<file path="src/rtl/fpu_writeback_stage.sv">
// ---------------------------------------------------------------------------
// fpu_writeback_stage
//
// Purpose:
//   Registered writeback stage sitting directly behind the combinational FPU
//   datapath. Each accepted result is formatted for its target register file
//   and held behind a 2-entry skid buffer (head + skid) with a valid/ready
//   handshake on both sides. Formatting:
//     - compare ops produce 0/1 for the integer regfile,
//     - FP->int converts are sign-extended from 32 to 64 bits,
//     - FP32 results are NaN-boxed (upper word forced to ones) when NANBOX=1,
//     - everything else passes through for the FP regfile.
//   Exception flags of committed results are OR-ed into a sticky fflags
//   register, which also has a CSR write port.
//
// Parameters:
//   RD_W    width of the destination register tag
//   NANBOX  1 = NaN-box FP32 results, 0 = pass the upper word unchanged
//
// Ports:
//   clk         clock, everything updates on the rising edge
//   rst         synchronous active-high reset
//   in_valid    upstream result valid
//   in_ready    stage can accept (registered; high while skid is empty)
//   in_func7    opcode that produced in_result
//   in_rd       destination register tag
//   in_result   raw FPU result (32-bit results live in bits 31:0)
//   in_flags    {NV,DZ,OF,UF,NX} raised by the FPU
//   in_cmp      compare outcome, meaningful for compare opcodes only
//   out_valid   head entry holds a result
//   out_ready   regfile/commit accepts the head entry
//   out_data    formatted writeback data
//   out_rd      destination tag of the head entry
//   out_to_int  1 = integer regfile, 0 = FP regfile
//   out_flags   exception flags of the head entry
//   flush       drop every buffered entry
//   csr_we      fflags CSR write strobe
//   csr_wdata   fflags CSR write value
//   fflags      accrued sticky exception flags
// ---------------------------------------------------------------------------
module fpu_writeback_stage #(
    parameter int RD_W   = 5,
    parameter int NANBOX = 1
) (
    input  logic            clk,
    input  logic            rst,

    input  logic            in_valid,
    output logic            in_ready,
    input  logic [6:0]      in_func7,
    input  logic [RD_W-1:0] in_rd,
    input  logic [63:0]     in_result,
    input  logic [4:0]      in_flags,
    input  logic            in_cmp,

    output logic            out_valid,
    input  logic            out_ready,
    output logic [63:0]     out_data,
    output logic [RD_W-1:0] out_rd,
    output logic            out_to_int,
    output logic [4:0]      out_flags,

    input  logic            flush,

    input  logic            csr_we,
    input  logic [4:0]      csr_wdata,
    output logic [4:0]      fflags
);

    // One buffered writeback item, already formatted.
    typedef struct packed {
        logic [63:0]     data;
        logic [RD_W-1:0] rd;
        logic            to_int;
        logic [4:0]      flags;
    } entry_t;

    // Buffer occupancy: nothing, head only, or head plus skid.
    typedef enum logic [1:0] {
        OCC_EMPTY = 2'b00,
        OCC_HEAD  = 2'b01,
        OCC_FULL  = 2'b10
    } occ_state_t;

    occ_state_t state_q;
    occ_state_t state_next;

    entry_t head_q;
    entry_t skid_q;
    entry_t fmt_entry;

    logic       in_ready_q;
    logic [4:0] fflags_q;

    logic accept;
    logic commit;
    logic load_head_from_in;
    logic load_head_from_skid;
    logic load_skid;

    assign accept = in_valid && in_ready_q;
    assign commit = out_valid && out_ready;

    // Decode the producing opcode into the register-file view of the result.
    // Formatting happens here, before storage, so both buffer slots hold
    // data that is ready to write and the output side is pure flops.
    always_comb begin
        fmt_entry        = '0;
        fmt_entry.rd     = in_rd;
        fmt_entry.flags  = in_flags;
        fmt_entry.data   = in_result;
        fmt_entry.to_int = 1'b0;
        case (in_func7)
            // FEQ/FLT/FLE single and double: boolean into the int regfile.
            7'b1010000, 7'b1010001: begin
                fmt_entry.data   = {63'b0, in_cmp};
                fmt_entry.to_int = 1'b1;
            end
            // FCVT.W[U].S / FCVT.W[U].D: 32-bit result, RV64 sign-extends.
            7'b1100000, 7'b1100001: begin
                fmt_entry.data   = {{32{in_result[31]}}, in_result[31:0]};
                fmt_entry.to_int = 1'b1;
            end
            // Single-precision results headed for the FP regfile.
            7'b0000000, 7'b0000100, 7'b0100000, 7'b1101000: begin
                if (NANBOX != 0) begin
                    fmt_entry.data = {32'hFFFF_FFFF, in_result[31:0]};
                end else begin
                    fmt_entry.data = in_result;
                end
            end
            // Double-precision results and anything unrecognised pass
            // through untouched to the FP regfile.
            default: begin
                fmt_entry.data   = in_result;
                fmt_entry.to_int = 1'b0;
            end
        endcase
    end

    // Occupancy next-state and slot load strobes. A full buffer never
    // accepts (in_ready is low), so the only move out of FULL is the skid
    // sliding into the head when the head commits. Flush wins over
    // everything, which also discards an input accepted in that cycle.
    always_comb begin
        state_next          = state_q;
        load_head_from_in   = 1'b0;
        load_head_from_skid = 1'b0;
        load_skid           = 1'b0;
        if (flush) begin
            state_next = OCC_EMPTY;
        end else begin
            case (state_q)
                OCC_EMPTY: begin
                    if (accept) begin
                        load_head_from_in = 1'b1;
                        state_next        = OCC_HEAD;
                    end
                end
                OCC_HEAD: begin
                    if (commit) begin
                        if (accept) begin
                            load_head_from_in = 1'b1;
                            state_next        = OCC_HEAD;
                        end else begin
                            state_next = OCC_EMPTY;
                        end
                    end else if (accept) begin
                        load_skid  = 1'b1;
                        state_next = OCC_FULL;
                    end
                end
                OCC_FULL: begin
                    if (commit) begin
                        load_head_from_skid = 1'b1;
                        state_next          = OCC_HEAD;
                    end
                end
                default: begin
                    state_next = OCC_EMPTY;
                end
            endcase
        end
    end

    // Occupancy register plus the registered in_ready. in_ready is computed
    // from the next occupancy so it is a true flop that reads "skid empty"
    // in the same cycle the occupancy register does.
    always_ff @(posedge clk) begin
        if (rst) begin
            state_q    <= OCC_EMPTY;
            in_ready_q <= 1'b1;
        end else begin
            state_q    <= state_next;
            in_ready_q <= (state_next != OCC_FULL);
        end
    end

    // Data slots. Contents only change on a load strobe, so a stalled head
    // stays bit-stable. Flushed slots keep stale data; occupancy alone says
    // whether they mean anything.
    always_ff @(posedge clk) begin
        if (rst) begin
            head_q <= '0;
            skid_q <= '0;
        end else begin
            if (load_head_from_in) begin
                head_q <= fmt_entry;
            end else if (load_head_from_skid) begin
                head_q <= skid_q;
            end
            if (load_skid) begin
                skid_q <= fmt_entry;
            end
        end
    end

    // Sticky flag accrual. A CSR write replaces the accrued value but still
    // folds in the flags of a result committing in the same cycle, so a
    // commit is never lost behind a software write. Flush does not touch
    // fflags; a commit in a flush cycle is still a commit.
    always_ff @(posedge clk) begin
        if (rst) begin
            fflags_q <= 5'b0;
        end else if (csr_we) begin
            fflags_q <= csr_wdata | (commit ? head_q.flags : 5'b0);
        end else if (commit) begin
            fflags_q <= fflags_q | head_q.flags;
        end
    end

    assign in_ready   = in_ready_q;
    assign out_valid  = (state_q != OCC_EMPTY);
    assign out_data   = head_q.data;
    assign out_rd     = head_q.rd;
    assign out_to_int = head_q.to_int;
    assign out_flags  = head_q.flags;
    assign fflags     = fflags_q;

endmodule

</file>
<file path="config.mk">
export PLATFORM = sky130hd
export DESIGN_NAME = fpu_writeback_stage
export DESIGN_NICKNAME = d
export VERILOG_FILES = /design/src/rtl/fpu_writeback_stage.sv
export SDC_FILE = /design/constraint.sdc
export NUM_CORES = 1
export LEC_CHECK = 0
export ABC_AREA = 1
export ABC_CLOCK_PERIOD_IN_PS = 2400
export BUFFER_PORTS_ARGS = -buffer_cell sky130_fd_sc_hd__clkbuf_2
export CAP_MARGIN = 5
export CORE_MARGIN = 2
export CORE_UTILIZATION = 46
export CTS_CLUSTER_DIAMETER = 80
export CTS_CLUSTER_SIZE = 10
export DETAILED_ROUTE_END_ITERATION = 10
export PLACE_DENSITY = 0.7
export SYNTH_ARGS = -nofsm -noshare
export SYNTH_HDL_FRONTEND = slang
export SYNTH_SLANG_ARGS = --single-unit
</file>
<file path="constraint.sdc">
create_clock -name clk -period 2.4 [get_ports clk]
set_clock_uncertainty 0.05 [all_clocks]
set_input_delay 0.48 -clock clk [delete_from_list [all_inputs] [get_ports clk]]
set_output_delay 0.48 -clock clk [all_outputs]
set_load 0.05 [all_outputs]
</file>
==> impl_metrics.yaml <==
status:
  outcome: "complete, no violations"
cts:
  htreeDepth: 4
  cts_setup_buffers: 0
  cts_buffer_depth: 2
  numCtsBuffers: 17
  insertion_delay_ps: 420
  clkSinkCount: 158
  clockRootBuffer: "clkbuf_16"
  cts-resized-gates: 0
  cts_tree: "done"
  path_clk_slew_ps: 60
  hold_buffers: 0
cells_and_area:
  fin_area_um2: 8860
  area_growth_pct: 22.3
  fill_cells: 1545
  mostFrequentLayoutCells: "nand2_1, clkbuf_2, dfxtp_1"
  layout.cells.non_filler: 1435
  diodes: 0
  drive_gt1_frac: 0.194
  layout_commonest_cell: "nand2_1"
  nets: 1304
logic_synthesis:
  synth_top_family_by_area: "simple AND/OR/NAND/NOR gates"
  yosysWarnings: 0
  synth_nets: 1166
  syn-cell-area_um2: 7240
  synth_fa_ha_area_frac: 0
  synth_mux_area_frac: 0
  synth.distinct_cells: 23
  ys_seq_elements: 158
  synth-compound-area-share: 0.148
  ys_seq_area_frac: 0.437
  synth-simple-area-share: 0.281
  netlist_instances: 1073
  avgSynthCellArea_um2: 6.75
  synthXorXnorAreaFrac: 0
detailed_routing:
  vias: 7222
  drtIter0Drc: 596
  drt-wirelength-per-cell_um: 13.4
  wl_mm: 19.2
  via_per_inst: 5.03
  postRouteAntennaNets: 0
  firstDrtPassIters: 5
  drcViolationCount: 0
worst_setup_path:
  crit_fanout: 28
  cp_data_required_time_ps: 2710
  crit_family: "simple AND/OR/NAND/NOR gates"
  crit_chain: "clkbuf_2 -> inv_1 -> nand2_1 -> nor2_1 -> nor2_2 -> buf_4 -> nand3_1 -> nand3_1 -> nand2_1 -> inv_1"
  crit_buf_inv: 4
  ff2ff_path_depth: 7
  crit_slowest_cell: "nor2_2"
  worstPathArrival_ps: 2370
  start_kind: "primary input"
  cp-end-kind: "flip-flop"
  cp.depth: 10
  crit_type: "primary input to flip-flop"
  max_stage_delay_ps: 950
global_route:
  antenna_found_initial: 0
  grt_max_degree: 108
  grt_pass1_wl_mm: 31.1
  grt_overflow: 0
  grt_pass1_vias: 6469
  grtUsageTotal: 0.229
min_path:
  min_delay_path_depth: 3
  hold_path_class: "primary input to flip-flop"
power:
  cellLeakagePower_nw: 4.67
  power.switching_w: 0.00180
  ir_worst_vdd_v: 0.000629
  power.total_w: 0.00661
  swShare: 0.273
  p_seq_frac: 0.422
  power.density_nw_per_um2: 746
  p_int_w: 0.00481
  p_comb_frac: 0.146
  power.clock.fraction: 0.431
sta:
  worst_slack_ps: 343
  max_freq_ghz: 0.486
  setup_viol: 0
  tightest_slew_ps: 1240
  holdWs_ps: 248
  rsz0062_at_grt: "false"
  final-hold-violation-count: 0
  slew_viol_final: 0
  max_slew_margin: 0.170
  timing.final.crit_period_ps: 2060
  post-route-period-util: 0.857
floorplan:
  die_y_um: 129
  dieArea_um2: 16800
  num_io_pins: 175
  dieWidth_um: 129
  initial_utilization: 0.473
  rows: 45
  coreArea_um2: 15300
placed_design:
  place.gp.congestion: 0.790
  dp_hpwl_mm: 11.7
  io_buffer_count: 174
  dpl.cell_count: 1403
  postPlaceCellArea_um2: 8230
  place_ws_ps: -84.6
flow_run:
  maxCapViolCount: 0
[synth_stat cells]
cell type  count  share of area
dfxtp_1      158           0.44
nand3_2        1         0.0014
nand2_1      317           0.16
nor3b_1        1         0.0010
nor2_4         2         0.0031
inv_2          6         0.0031
inv_1        149          0.077
o21ai_1        2         0.0014
buf_4          5         0.0052
nor2_2         1        0.00086
o21ai_0       46          0.032
buf_2         34          0.023
a31oi_1       15          0.013
buf_1         12         0.0062
a211oi_1       1         0.0010
clkbuf_1      18         0.0093
o21a_1         1         0.0010
o211ai_1      32          0.033
buf_6          6         0.0093
nor2_1        36          0.019
nor3_1         1        0.00069
nand3_1      132          0.091
a21oi_1       97          0.067
[power by group through the flow]
stage	clock network, W	logic (W)	registers (W)
3_3_place_gp	0	0.000961	0.00285
3_5_place_dp	0	0.000967	0.00285
4_1_cts	0.00290	0.000972	0.00279
2_1_floorplan	0	0.000385	0.00315
5_1_grt	0.00301	0.00106	0.00280
6_report	0.00285	0.000969	0.00279
[cells by family after synthesis]
logic type,after synthesis
buffers and inverters,230
DFF,158
and+or+nand+nor,491
AOI/OAI and AO/OA,194
[per-layer routing]
layer	share of wire	vias up	global-route usage
met3	0.061	18	0.0462
met2	0.47	229	0.389
met4	0.013	0	0.0746
met1	0.45	3280	0.294
met5	0	-	0
li1	-	3695	-
[worst register-to-register path, stage by stage, from the launching register on]
cell,delay [ps]
dfxtp_1,430
nor2_1,100
nand2_1,140
nor2_4,60
inv_2,610
a21oi_1,160
nand2_1,120
inv_1,40
[final cells by class]
type / instances / area (µm²) / area share
Clock inverter: 11 / 164 / 0.0185
Inverter: 155 / 583 / 0.0658
Multi-Input combinational cell: 685 / 3130 / 0.353
Sequential cell: 158 / 3160 / 0.357
Tap cell: 211 / 264 / 0.0298
Clock buffer: 21 / 460 / 0.0520
Timing Repair Buffer: 194 / 1100 / 0.124
[registers in the layout, summed over array words and instances (netlist names)]
signal and flops:
out_data 64, out_to_int 1, fflags 5, skid_q 75, state_q 2, out_flags 5, in_ready 1, out_rd 5
[final timing paths]
path                                  start           end  slack [ps]
worst max-delay path            in_func7[1]  out_data[35]         340
worst min-delay path               in_rd[2]     skid_q[8]         250
worst max register to register   state_q[1]    skid_q[59]         590
worst min register to register    skid_q[0]  out_flags[0]         420
[through the flow]
stage	utilization	setup TNS (ps)
after floorplan	-	0
after CTS	0.578	0
after global routing	0.578	0
final	0.578	0
after detailed placement	0.538	-746
after global placement	0.538	-94.5
Power figures use the tool's default switching activity.
